$ cat config.mk
export PLATFORM = sky130hd
export DESIGN_NAME = fpu_add_scheduler
export DESIGN_NICKNAME = d
export VERILOG_FILES = /design/src/rtl/fpu_add_scheduler.sv
export SDC_FILE = /design/constraint.sdc
export NUM_CORES = 1
export LEC_CHECK = 0
export CAP_MARGIN = 20
export CORE_ASPECT_RATIO = 2
export CORE_MARGIN = 2
export CORE_UTILIZATION = 47
export DETAILED_ROUTE_END_ITERATION = 12
export GPL_TIMING_DRIVEN = 0
export PLACE_DENSITY = 0.8
export SLEW_MARGIN = 20
export SYNTH_ARGS = -nofsm -noshare
export SYNTH_HDL_FRONTEND = slang
export SYNTH_SLANG_ARGS = --single-unit
$ cat constraint.sdc
create_clock -name clk -period 3.5 [get_ports clk]
set_clock_uncertainty 0.15 [all_clocks]
set_input_delay 0.525 -clock clk [delete_from_list [all_inputs] [get_ports clk]]
set_output_delay 0.525 -clock clk [all_outputs]
set_load 0.02 [all_outputs]
$ cat src/rtl/fpu_add_scheduler.sv
// Two-requester round-robin issue scheduler for a fixed-latency FP add datapath.
// Per-requester credits cover in-flight plus buffered results, so the result FIFOs never overflow.
module fpu_add_scheduler #(
   parameter int LAT      = 4,
   parameter int RB_DEPTH = 2
) (
   input  logic        clk,
   input  logic        rst,
   input  logic        req0_valid,
   input  logic [31:0] req0_a,
   input  logic [31:0] req0_b,
   output logic        req0_ready,
   input  logic        req1_valid,
   input  logic [31:0] req1_a,
   input  logic [31:0] req1_b,
   output logic        req1_ready,
   output logic        dp_issue,
   output logic [31:0] dp_a,
   output logic [31:0] dp_b,
   input  logic        dp_res_valid,
   input  logic [31:0] dp_res,
   output logic        rsp0_valid,
   output logic [31:0] rsp0_data,
   input  logic        rsp0_ready,
   output logic        rsp1_valid,
   output logic [31:0] rsp1_data,
   input  logic        rsp1_ready,
   output logic        busy,
   output logic        err_unexpected,
   output logic        err_missing
);
   localparam int            PW    = (RB_DEPTH > 1) ? $clog2(RB_DEPTH) : 1;
   localparam logic [2:0]    DEPTH = 3'(RB_DEPTH);
   localparam logic [PW-1:0] LAST  = PW'(RB_DEPTH - 1);

   logic [2:0]     cnt [2];
   logic           prio;
   logic [1:0]     elig;
   logic [1:0]     grant;
   logic [1:0]     rsp_hs;
   logic [1:0]     wr;
   logic [1:0]     miss;
   logic           dp_id;
   logic [LAT-1:0] tag_v;
   logic [LAT-1:0] tag_id;
   logic [31:0]    mem [2][RB_DEPTH];
   logic [PW-1:0]  wr_ptr [2];
   logic [PW-1:0]  rd_ptr [2];
   logic [2:0]     fcnt [2];

   // prio high means requester 1 wins a tie; grants are masked while reset is held
   always_comb begin
      elig[0]   = req0_valid && (cnt[0] < DEPTH);
      elig[1]   = req1_valid && (cnt[1] < DEPTH);
      grant[0]  = rst && elig[0] && (!elig[1] || !prio);
      grant[1]  = rst && elig[1] && (!elig[0] || prio);
      rsp_hs[0] = (fcnt[0] != 3'd0) && rsp0_ready;
      rsp_hs[1] = (fcnt[1] != 3'd0) && rsp1_ready;
      wr        = 2'b00;
      miss      = 2'b00;
      if (tag_v[LAT-1]) begin
         if (dp_res_valid) wr[tag_id[LAT-1]]   = 1'b1;
         else              miss[tag_id[LAT-1]] = 1'b1;
      end
   end

   assign req0_ready = grant[0];
   assign req1_ready = grant[1];
   assign rsp0_valid = (fcnt[0] != 3'd0);
   assign rsp1_valid = (fcnt[1] != 3'd0);
   assign rsp0_data  = mem[0][rd_ptr[0]];
   assign rsp1_data  = mem[1][rd_ptr[1]];
   assign busy       = (cnt[0] != 3'd0) || (cnt[1] != 3'd0) || dp_issue;

   always_ff @(posedge clk or negedge rst) begin
      if (!rst) begin
         prio     <= 1'b0;
         dp_issue <= 1'b0;
         dp_id    <= 1'b0;
         dp_a     <= '0;
         dp_b     <= '0;
      end else begin
         dp_issue <= |grant;
         if (|grant) begin
            prio  <= grant[0];
            dp_id <= grant[1];
            dp_a  <= grant[1] ? req1_a : req0_a;
            dp_b  <= grant[1] ? req1_b : req0_b;
         end
      end
   end

   // Stage LAT-1 lines up with the cycle the datapath is due to strobe dp_res_valid
   always_ff @(posedge clk or negedge rst) begin
      if (!rst) begin
         tag_v  <= '0;
         tag_id <= '0;
      end else begin
         tag_v[0]  <= dp_issue;
         tag_id[0] <= dp_id;
         for (int k = 1; k < LAT; k++) begin
            tag_v[k]  <= tag_v[k-1];
            tag_id[k] <= tag_id[k-1];
         end
      end
   end

   // A missing result frees its credit exactly as a consumed response would
   always_ff @(posedge clk or negedge rst) begin
      if (!rst) begin
         for (int i = 0; i < 2; i++) begin
            cnt[i]    <= 3'd0;
            fcnt[i]   <= 3'd0;
            wr_ptr[i] <= '0;
            rd_ptr[i] <= '0;
            for (int j = 0; j < RB_DEPTH; j++) mem[i][j] <= '0;
         end
      end else begin
         for (int i = 0; i < 2; i++) begin
            cnt[i]  <= cnt[i] + 3'(grant[i]) - 3'(rsp_hs[i]) - 3'(miss[i]);
            fcnt[i] <= fcnt[i] + 3'(wr[i]) - 3'(rsp_hs[i]);
            if (wr[i]) begin
               mem[i][wr_ptr[i]] <= dp_res;
               wr_ptr[i]         <= (wr_ptr[i] == LAST) ? '0 : wr_ptr[i] + 1'b1;
            end
            if (rsp_hs[i]) rd_ptr[i] <= (rd_ptr[i] == LAST) ? '0 : rd_ptr[i] + 1'b1;
         end
      end
   end

   always_ff @(posedge clk or negedge rst) begin
      if (!rst) begin
         err_unexpected <= 1'b0;
         err_missing    <= 1'b0;
      end else begin
         if (dp_res_valid && !tag_v[LAT-1]) err_unexpected <= 1'b1;
         if (|miss)                         err_missing    <= 1'b1;
      end
   end

endmodule

## Word-level counts from Yosys, hierarchy flattened

Cells that the tools add are included.

- Register bits: 221
- Bits in latches: 0
- Memory bits (writable): 0
- Memory bits (read-only): 0
- Input port bits: 167
- Output and inout port bits: 136
- Word-level logic and storage cells: 99
- Memories: 0

- Add/sub/neg operators: 14
- $mul: 0
- Divide/modulo/power cells: 0
- Magnitude comparators: 10
- Equality and inequality tests: 0
- Shift-type cells: 0
- Muxes and demuxes: 24
- Bitwise logic cells: 4
- Reductions and logical operators: 26

Operators by type and width:

| kind | number |
|---|---|
| $mux 32 | 10 |
| $bwmux 64 | 2 |
| $demux 32 s1 | 2 |
| $sub 3x1->3 | 6 |
| $add 3x1->3 | 4 |
| $logic_and 1x1->1 | 12 |
| $reduce_bool 3->1 | 4 |
| $ge 2x2->1 const B | 4 |
| $mux 2 | 4 |
| $not 1->2 | 4 |
| $lt 3x2->1 const B | 2 |
| $mux 1 | 5 |
| $add 1x1->1 const B | 4 |
| $logic_not 1->1 | 4 |
| $logic_or 1x1->1 | 4 |
| $lt 2x1->1 const B | 2 |
| $reduce_or 2->1 | 2 |
| $lt 1x2->1 const B | 1 |
| $demux 1 s1 | 1 |
| $ge 1x1->1 const B | 1 |

## Longest topological paths before layout

- Depth after elaboration: 8
- Mapped depth: 12
- Mapped depth without buffers: 10

## Worst setup path after synthesis

No wires, ideal clock.

- Path type: in2reg
- From: in rst
- To: reg cnt[5] (netlist bit)
- Library setup time: 123 ps
- Data arrival time: 2,426 ps
- Required time: 3,227 ps
- Path slack: 802 ps
- Cell stages on the path: 10
- Buffers on the path: 2
- Cells stage by stage: nand4bb_1 -> a31o_1 -> buf_4 -> buf_2 -> inv_1 -> fa_1 -> ha_1 -> ha_1 -> xnor2_1 -> xnor2_1

- Cells in the longest elaborated chain, start to end: 5

Ends and longest elaborated chain:

| element | RTL line | text |
|---|---|---|
| from (decl) | 8 | `input logic rst,` |
| $logic_and 1x1->1 (2 in a row) | 55 | `grant[0] = rst && elig[0] && (!elig[1] \|\| !prio);` |
| net req0_ready | 12 | `output logic req0_ready,` |
| $add 3x1->3 | 120 | `cnt[i] <= cnt[i] + 3'(grant[i]) - 3'(rsp_hs[i]) - 3'(miss[i]);` |
| $sub 3x1->3 (2 in a row) | 120 |  |
| to (signal, indexed assignment) | 120 |  |
| to (decl) | 36 | `logic [2:0] cnt [2];` |

The timed path passes the listed nets, and every way through them passes these cells.
A chain may end at the register's enable or synchronous reset.

## Final worst setup path

- From: in req0_valid
- To: out req0_ready

- Cells in the longest elaborated chain, start to end: 3

Ends and longest elaborated chain:

| element | RTL line | text |
|---|---|---|
| from (decl) | 9 | `input logic req0_valid,` |
| $logic_and 1x1->1 | 53 | `elig[0] = req0_valid && (cnt[0] < DEPTH);` |
| $logic_and 1x1->1 (2 in a row) | 55 |  |
| to (decl) | 12 |  |

No other way between the ends.

==> run metrics <==
Placer Congestion=0.789; crit path launch type=input pin; Period minus WS final=3260 ps; vias=6832; Via density=5.33; DP Wirelength=18500 um; DR pass1 iterations=6; post-synthesis compound-gate area fraction=7.64%; slowest stage delay, CP=640 ps; Die H=209 um; RSZ-0062 raised after global routing=no; status=finished clean; crit-path cells=clkdlybuf4s50_1, nand4bb_1, a31o_1, buf_4, buf_2, inv_1, clkdlybuf4s50_1; largest net degree at the start of global routing=101; top post-synthesis cells by count=dfrtp_1, mux2_2, nand3b_1; Synth Register Bits=221; share of cells above drive strength 1=27.4%; Mean Syn Cell Area=14.9 um^2; placed cell count=1237; Hold Slack=201 ps; remaining global-route overflow=0; Worst Hold Class=reg -> reg; worst ir drop on vdd=596 uV; Max Clk Rate=0.306 GHz; Reg clk slew, reported paths=60 ps; die width=107 um; CTS resizes=0; Crit Path Class=in -> out; Area Overhead vs Synth=43.2%; CTS HTree Levels=1; Layout Nets=1178; post-synthesis xor/xnor area fraction=1.15%; Setup WS post-layout=235 ps; DIE AREA=22400 um^2; Initial DRC Count=195; initial antenna violation count=0; post-synthesis mux area share=23.0%; Final Hold Viols=0; Post-synth top flop=dfrtp_1; post-synthesis adder-cell area fraction=1.87%; Max-Cap Viols=0; IO buf count=302; DRC viols=0; max-slew violations=0; I/O pins=303; Root Buffer=clkbuf_16; vias in the first global route=7722; post-layout util=68.2%; Post-Synth Simple-Gate Area=6.28%; most frequent cell after synthesis=dfrtp_1; Async SR Flop Fraction=100%; clock buffers created by TritonCTS=20; first-pass GRT wire length=41400 um; Critical Path End Type=output port; Slew @ Worst Pin=547 ps; power per cell area=921 nW/um^2; TNS Setup=0 ps; Ant. Diodes=0; EDFF count, synth=0; post-synth top area share=55.7%; Syn Inst Count=664; Synth area leaders=dfrtp_1, mux2_2, o221a_1; largest family of logic cells by synthesized area=multiplexers; Unique masters post-synth=34; Synth area leader=dfrtp_1; CTS max path bufs=3; Worst path top cell family by delay=buffers and inverters; Initial Util=47.6%; Critical Path RT=2820 ps; syn nets=844; all-layer global routing usage=23.4%; routed len/inst=20.1 um; worst skew pair latency=490 ps; Place WS=-207 ps; core area=20800 um^2; CP max stage cell=clkdlybuf4s50_1; Post-CTS Setup Bufs=0; Crit path buffers/inverters=5; Sink Count=221; Pleak=6.15 nW; Setup-failing EPs final=0; Final Instance Area=14200 um^2; final wirelength=25800 um; most used cell, CP=clkdlybuf4s50_1; # rows=75; period utilization=93.3%; CTS tree=yes; fin cells=1281; Worst slew margin=63.5%; cell area after synthesis=9920 um^2; Cell Area, Placed=13300 um^2; largest fanout on the critical path=10; synth warn=0; number of routed nets with antenna violations=0; CP arrival=2590 ps; total power=13.1 mW; register area share after synthesis=55.7%
[timing repair]
item                                    4_1_cts  5_1_grt
endpoints found under the setup margin        2        0
hold buffers                                  7        0
endpoints found under the hold margin        37        0
[cells in the final DEF, fill, tap and decap left out, types with 10 or more instances in the layout]
| master | n |
|---|---|
| inv_1 | 15 |
| buf_6 | 11 |
| clkdlybuf4s50_1 | 301 |
| o221a_1 | 49 |
| buf_2 | 16 |
| ha_1 | 10 |
| mux2_2 | 154 |
| dfrtp_1 | 221 |
| nand3b_1 | 64 |
| mux2_4 | 30 |
| clkbuf_1 | 13 |
| o221a_2 | 15 |
| xnor2_1 | 10 |
| clkbuf_16 | 21 |
[sequential cells by signal, summed over array words and instances (netlist names), 2 cells and up]
name and flops:
tag_v 4, rd_ptr 2, wr_ptr 2, dp_b 32, fcnt 6, dp_a 32, cnt 6, mem 128
tag_id 4
[logic make-up (layout without fill, tap and decap cells)]
kind of cell / after synthesis / after routing
flops: 221 / 221
mux: 193 / 193
simple gates: 88 / 88
compound gates: 69 / 69
buf+inv: 67 / 415
fa+ha+maj: 13 / 13
xor+xnor: 13 / 13
[final timing paths]
kind / start / endpoint / slack, ps / depth (start not counted)
setup / recovery: req0_valid / req0_ready / 240 / 7
hold / removal: tag_id[1] / tag_id[2] / 200 / 0
setup reg to reg: cnt[4] / cnt[5] / 700 / 10
hold reg to reg: tag_id[1] / tag_id[2] / 200 / 0
max in group asynchronous: rst / mem[120] / 2120 / 3
min in group asynchronous: rst / mem[69] / 550 / 4
[power by group]
group / internal (mW) / leakage (nW) / switching, mW
Clock: 1.48 / 0.357 / 0.961
Combinational: 3.52 / 3.10 / 2.75
Sequential: 3.76 / 2.69 / 0.619
Total: 8.76 / 6.15 / 4.33
[final cells by class]
cell class	count	area (um^2)
Fill cell	1519	6620
Multi-Input combinational cell	376	3970
Tap cell	269	337
Clock inverter	7	141
Buffer	52	369
Timing Repair Buffer	312	3220
Sequential cell	221	5530
Clock buffer	29	596
Inverter	15	56.3
[routing by layer]
metal  wire length (um)  GRT usage [%]  part of all wire (%)
met1               9280           26.2                    36
met2              13800           42.6                    53
met3               1680           5.09                   6.5
met4               1020           9.31                   4.0
met5                  0              0                     0
No activity file was read; power rests on OpenSTA's default activity.
